`src/rtl/md_pkg.sv`:
```
// Shared encodings and helpers for the EX-stage multiply/divide unit.
package md_pkg;

    localparam int DIV_ITERS = 32;

    localparam logic [2:0] MD_NONE  = 3'd0;
    localparam logic [2:0] MD_MULT  = 3'd1;
    localparam logic [2:0] MD_MULTU = 3'd2;
    localparam logic [2:0] MD_DIV   = 3'd3;
    localparam logic [2:0] MD_DIVU  = 3'd4;
    localparam logic [2:0] MD_MTHI  = 3'd5;
    localparam logic [2:0] MD_MTLO  = 3'd6;

    localparam logic [1:0] ST_IDLE = 2'd0;
    localparam logic [1:0] ST_MUL  = 2'd1;
    localparam logic [1:0] ST_DIV  = 2'd2;
    localparam logic [1:0] ST_DONE = 2'd3;

    function automatic logic is_md_arith(input logic [2:0] op);
        return op inside {MD_MULT, MD_MULTU, MD_DIV, MD_DIVU};
    endfunction

    function automatic logic [31:0] abs32(input logic [31:0] v, input logic is_signed);
        return (is_signed && v[31]) ? -v : v;
    endfunction

endpackage

```
`src/rtl/div_radix2.sv`:
```
// Unsigned radix-2 restoring divider: one quotient bit per cycle, MSB first.
module div_radix2
    import md_pkg::*;
(
    input  logic        clk,
    input  logic        resetn,
    input  logic        start,
    input  logic        abort,
    input  logic [31:0] dividend,
    input  logic [31:0] divisor,
    output logic        busy,
    output logic        done,
    output logic [31:0] quotient,
    output logic [31:0] remainder
);

    logic [4:0]  count;
    logic [31:0] divisor_q;
    logic [32:0] partial;
    logic [32:0] trial;

    // quotient doubles as the dividend shift register; its MSB feeds the partial remainder
    assign partial = {remainder, quotient[31]};
    assign trial   = partial - {1'b0, divisor_q};
    // done marks the cycle whose closing edge retires the final iteration
    assign done    = busy && (count == 5'(DIV_ITERS - 1));

    // NOTE: reset is sampled on the clock edge and every register is cleared explicitly.
    always_ff @(posedge clk) begin
        if (!resetn) begin
            busy      <= 1'b0;
            count     <= '0;
            divisor_q <= '0;
            quotient  <= '0;
            remainder <= '0;
        end else if (abort) begin
            busy  <= 1'b0;
            count <= '0;
        end else if (start) begin
            busy      <= 1'b1;
            count     <= '0;
            divisor_q <= divisor;
            quotient  <= dividend;
            remainder <= '0;
        end else if (busy) begin
            if (!trial[32]) begin
                remainder <= trial[31:0];
                quotient  <= {quotient[30:0], 1'b1};
            end else begin
                remainder <= partial[31:0];
                quotient  <= {quotient[30:0], 1'b0};
            end
            count <= count + 5'd1;
            if (done) busy <= 1'b0;
        end
    end

endmodule

```
`src/rtl/md_unit.sv`:
```
// EX-stage multiply/divide unit: stalls until the result is ready, commits HI/LO when EX retires.
module md_unit
    import md_pkg::*;
#(
    parameter int MUL_LAT = 1,
    parameter int DW      = 32
) (
    input  logic          clk,
    input  logic          resetn,
    input  logic [2:0]    ex_md_op,
    input  logic [DW-1:0] ex_rs_val,
    input  logic [DW-1:0] ex_rt_val,
    input  logic          ex_ec_stall,
    input  logic          exc_oc,
    output logic          div_mul_stall,
    output logic [DW-1:0] hi,
    output logic [DW-1:0] lo
);

    logic [1:0]  state;
    logic [2:0]  count;
    logic        op_is_div;
    logic        op_signed;
    logic        rem_neg;
    logic        quo_neg;
    logic [31:0] mul_a;
    logic [31:0] mul_b;
    logic [63:0] result;
    logic [63:0] product;
    logic [63:0] commit_val;

    logic        div_start;
    logic        div_busy;
    logic        div_done;
    logic [31:0] div_quo;
    logic [31:0] div_rem;

    logic ex_is_div;
    logic ex_signed;

    assign ex_is_div = (ex_md_op == MD_DIV) || (ex_md_op == MD_DIVU);
    assign ex_signed = (ex_md_op == MD_DIV) || (ex_md_op == MD_MULT);
    assign div_start = (state == ST_IDLE) && ex_is_div && !exc_oc;

    div_radix2 u_div (
        .clk       (clk),
        .resetn    (resetn),
        .start     (div_start),
        .abort     (exc_oc),
        .dividend  (abs32(ex_rs_val, ex_signed)),
        .divisor   (abs32(ex_rt_val, ex_signed)),
        .busy      (div_busy),
        .done      (div_done),
        .quotient  (div_quo),
        .remainder (div_rem)
    );

    // Low 64 bits of the product of sign-extended operands equal the signed product.
    assign product = {{32{op_signed & mul_a[31]}}, mul_a} * {{32{op_signed & mul_b[31]}}, mul_b};

    assign commit_val = op_is_div ? {(rem_neg ? -div_rem : div_rem), (quo_neg ? -div_quo : div_quo)}
                                  : result;

    always_comb begin
        div_mul_stall = 1'b0;
        if (!exc_oc) begin
            case (state)
                ST_IDLE: div_mul_stall = is_md_arith(ex_md_op);
                ST_MUL,
                ST_DIV:  div_mul_stall = 1'b1;
                default: div_mul_stall = 1'b0;
            endcase
        end
    end

    // NOTE: all state updates use non-blocking assignments so every register sees pre-edge values.
    always_ff @(posedge clk) begin
        if (!resetn) begin
            state     <= ST_IDLE;
            count     <= '0;
            op_is_div <= 1'b0;
            op_signed <= 1'b0;
            rem_neg   <= 1'b0;
            quo_neg   <= 1'b0;
            mul_a     <= '0;
            mul_b     <= '0;
            result    <= '0;
            hi        <= '0;
            lo        <= '0;
        end else if (exc_oc) begin
            state <= ST_IDLE;
            count <= '0;
        end else begin
            case (state)
                ST_IDLE: begin
                    if (is_md_arith(ex_md_op)) begin
                        op_is_div <= ex_is_div;
                        op_signed <= ex_signed;
                        rem_neg   <= ex_signed & ex_rs_val[31];
                        quo_neg   <= ex_signed & (ex_rs_val[31] ^ ex_rt_val[31]);
                        mul_a     <= ex_rs_val;
                        mul_b     <= ex_rt_val;
                        count     <= '0;
                        state     <= ex_is_div ? ST_DIV : ST_MUL;
                    end else if (!ex_ec_stall) begin
                        if (ex_md_op == MD_MTHI) hi <= ex_rs_val;
                        if (ex_md_op == MD_MTLO) lo <= ex_rs_val;
                    end
                end
                ST_MUL: begin
                    result <= product;
                    if (count == 3'(MUL_LAT - 1)) state <= ST_DONE;
                    else                          count <= count + 3'd1;
                end
                ST_DIV: begin
                    if (div_done) state <= ST_DONE;
                end
                default: begin
                    if (!ex_ec_stall) begin
                        {hi, lo} <= commit_val;
                        state    <= ST_IDLE;
                    end
                end
            endcase
        end
    end

endmodule

```
`config.mk`:
```
export PLATFORM = sky130hd
export DESIGN_NAME = md_unit
export DESIGN_NICKNAME = d
export VERILOG_FILES = /design/src/rtl/md_pkg.sv /design/src/rtl/div_radix2.sv /design/src/rtl/md_unit.sv
export SDC_FILE = /design/constraint.sdc
export NUM_CORES = 2
export LEC_CHECK = 0
export BUFFER_PORTS_ARGS = -buffer_cell sky130_fd_sc_hd__buf_2
export CORE_ASPECT_RATIO = 1.1
export CORE_UTILIZATION = 35
export DETAILED_ROUTE_END_ITERATION = 10
export GPL_ROUTABILITY_DRIVEN = 0
export PLACE_DENSITY = 0.58
export SYNTH_ARGS = -nofsm -noshare
export SYNTH_HDL_FRONTEND = slang
export SYNTH_SLANG_ARGS = --single-unit
```
`constraint.sdc`:
```
create_clock -name clk -period 8.4 [get_ports clk]
set_input_delay 0.84 -clock clk [delete_from_list [all_inputs] [get_ports clk]]
set_output_delay 0.84 -clock clk [all_outputs]
set_load 0.05 [all_outputs]
```
==> reports/qor.yml <==
detailed_routing:
  drtIter0Drc: 2786
  routedWlPerCell_um: 19.7
  dr.pass1.iters: 5
  drt_drc_violations_left: 0
  route.vias.total: 43300
  viasPerCell: 5.14
  antenna_left: 0
  routed_wl_um: 166000
logic_synthesis:
  synth_edf_count: 0
  synth_ff_type: "dfxtp_1"
  yosysUniqueCellTypes: 71
  syn_area_sq_um: 54500
  synth_most_common_cell: "inv_1"
  synth_top_cell_by_area: "fa_1"
  synthArstFlopShare_pct: 0
  synth_seq_area_share_pct: 11.1
  syn_area_per_cell_sq_um: 8.56
  ys_warn_count: 0
  synthTopCellsByArea: "fa_1 (41%), dfxtp_1 (11%), inv_1 (8.1%), nand2_1 (7.2%), ha_1 (5.9%)"
  synthTopCellsByCount: "inv_1 (1177), fa_1 (1126), nand2_1 (1043)"
  synth_cells: 6367
  ys_seq_elements: 303
  syn_nets: 7820
  synth_top_cell_area_share_pct: 41.4
cts:
  clk_pin_slew_worst_paths_ns: 0.07
  clock-sinks: 303
  cts_buffers: 38
  clk_latency_ns: 0.57
  cts.htree.levels: 2
  tritoncts: "built"
  cts_buffer_depth: 3
  hold_buffers: 0
  cts_root_buffer: "clkbuf_16"
outcome:
  status: "finished, final reports clean"
placement:
  dp_hpwl_um: 135000
  portBuffers: 135
  dp.cells: 8347
  dpl-instance-area_sq_um: 57800
  dp_slack_ns: -0.0793
critical_path:
  path_delay_family: "adder cells"
  worstReg2RegEnd: "result[62]"
  worst_setup_path_start_kind: "flop"
  crit_required_ns: 8.84
  end_kind: "flop"
  path_buf_inv: 4
  timing.rr.start: "mul_a[11]"
  slowest_stage: "fa_1"
  worst-path-max-fanout: 11
  r2r_slack_ns: 0.21
  cp_cell_sequence: "buf_4 > nand2_1 > fa_1 > inv_1 > fa_1 > fa_1 > fa_1 > fa_1 > fa_1 > fa_1 > inv_1 > fa_1 > inv_1 > ha_1 > nand3_1 > or2_2 > or4_1 > o221ai_4 > o21ai_1 > a21o_1 > a211oi_1 > mux2i_1 > a311o_1"
  arrival_ns: 8.63
  slowest_delay_ns: 0.62
  path_class: "reg -> reg"
  reg2reg_depth: 23
  critical_path.most_common_cell: "fa_1"
floorplan:
  io_pins: 136
  rows: 151
  fp.dieH_um: 416
  die_area_sq_um: 157000
  core-area_sq_um: 154000
  start_util_pct: 35.3
  die_x_um: 378
timing:
  tightest_slew_ns: 1.23
  setup_viol: 0
  fin_crit_ns: 8.19
  drv_slew: 0
  final.setup.tns_ns: 0
  max_freq_ghz: 0.122
  finalHoldViolations: 0
  maxSlewHeadroom_pct: 17.5
  setup_ws_ns: 0.213
  period_share_pct: 97.5
  clock_skew_ns: 0.0161
final_layout:
  drive_gt1_share_pct: 6.75
  syn2layout_area_growth_pct: 8.61
  finalInstanceArea_sq_um: 59200
  nets: 7779
  final_cells: 8419
  nFillCells: 15700
min_path:
  hp-start: "result[50]"
  hp-class: "reg -> reg"
  hold_end: "result[50]"
  min_path_cells: 2
power:
  powerDensity_nw_per_um2: 86.3
  ir_drop_uv: 109
  p_leak_uw: 0.0265
global_routing:
  grt_pass1_wl_um: 263000
  grt_max_degree: 141
  gr-total-overflow: 0
  grt_pass1_vias: 45500
  track_usage_pct: 21.4
  antenna_found_initial: 4
run:
  max_cap_viol_count: 0
[per-stage QoR]
stage	hold WS [ns]	utilization [%]	total power, uW
floorplan	0.431	-	2790
CTS	0.455	38.2	5130
detailed placement	0.447	37.5	3490
finish	0.453	38.3	5110
global route	0.479	38.3	5350
global placement	0.439	37.5	3470
[power by group]
| group | internal, uW | switching (uW) |
|---|---|---|
| clock network | 936 | 698 |
| registers | 1500 | 79.7 |
| logic | 642 | 1250 |
| total | 3070 | 2030 |
[flip-flops by register name (all words and copies together), names as in the netlist]
| name | flops |
|---|---|
| op_signed | 1 |
| u_div.remainder | 32 |
| u_div.count | 5 |
| mul_b | 32 |
| hi | 32 |
| lo | 32 |
| u_div.divisor_q | 32 |
| result | 64 |
| rem_neg | 1 |
| count | 3 |
| op_is_div | 1 |
| u_div.busy | 1 |
| state | 2 |
| mul_a | 32 |
| u_div.quotient | 32 |
| quo_neg | 1 |
[routing by layer]
layer,global-route usage [%],routed length [um],vias up
met5,0,22,-
met4,9.82,8760,4
met3,1.67,6950,361
met1,26.4,65600,22200
met2,37.8,84500,1197
li1,-,-,19500
[how the worst max path moves through the flow]
stage                   start  depth (start not counted)         end  slack (ns)
CTS                  mul_b[6]                         25  result[58]        0.01
floorplan           mul_a[31]                         27  result[62]        0.43
global route        op_signed                         24  result[58]       -0.02
finish              mul_a[11]                         23  result[62]        0.21
global placement     mul_b[6]                         25  result[62]        0.03
detailed placement   mul_b[7]                         30  result[55]       -0.08
[layout make-up]
cell class | instances | area (sq um) | area share (%)
Clock buffer | 50 | 1040 | 1.75
Tap cell | 2065 | 2580 | 4.37
Timing Repair Buffer | 305 | 2210 | 3.73
Antenna cell | 3 | 7.51 | 0.0127
Inverter | 1178 | 4430 | 7.49
Clock inverter | 15 | 153 | 0.258
Sequential cell | 303 | 6090 | 10.3
Multi-Input combinational cell | 4500 | 42700 | 72.1
[what timing repair did]
action                                  4_1_cts  5_1_grt
setup buffers                                 0        4
pin swaps                                     0        1
gates resized for setup                       2       34
endpoints found under the setup margin        8       17
[worst register-to-register path: stages, from the launching register on]
cell      delay, ns
dfxtp_1        0.56
buf_4          0.28
nand2_1        0.10
fa_1           0.55
inv_1          0.05
fa_1           0.49
fa_1           0.60
fa_1           0.47
fa_1           0.62
fa_1           0.48
fa_1           0.50
inv_1          0.05
fa_1           0.49
inv_1          0.05
ha_1           0.30
nand3_1        0.09
or2_2          0.32
or4_1          0.59
o221ai_4       0.31
o21ai_1        0.20
a21o_1         0.27
a211oi_1       0.27
mux2i_1        0.11
a311o_1        0.31
[cells by family (layout without fill, tap and decap cells)]
| group | count (synthesis) | in the layout | synth area share [%] |
|---|---|---|---|
| AO/OA/AOI/OAI | 919 | 919 | 10.4 |
| XOR/XNOR | 205 | 205 | 3.30 |
| adder cells (fa/ha/maj) | 1382 | 1382 | 47.2 |
| buffers and inverters | 1564 | 1548 | 10.8 |
| flip-flops | 303 | 303 | 11.1 |
| multiplexers | 41 | 41 | 0.753 |
| other | 0 | 3 | 0 |
| AND/OR/NAND/NOR | 1953 | 1953 | 16.4 |
[cell usage in the layout (no fill, tap or decap), types with 9 or more instances in the layout]
cell and count:
o21ai_0 176, nor4_1 14, o211ai_1 19, clkbuf_16 39, xor2_1 97, nor2b_1 14
ha_1 255, a211oi_1 120, dfxtp_2 13, a21oi_1 371, o21a_1 15, nor3_1 33
mux2i_1 41, o21bai_1 14, nand2b_1 9, nor2_1 255, fa_1 1124, buf_4 146
a21o_1 41, or4_1 14, o31ai_1 36, nand4_1 14, o41ai_1 11, buf_2 135
or2_2 17, inv_1 1174, or3_1 33, xnor2_1 108, and3_1 35, a31oi_1 24
nand3_1 52, dfxtp_1 289, nand2_1 1042, buf_12 19, and2_1 383, a211o_1 9
clkbuf_1 9
(Power assumes the default switching activity.)
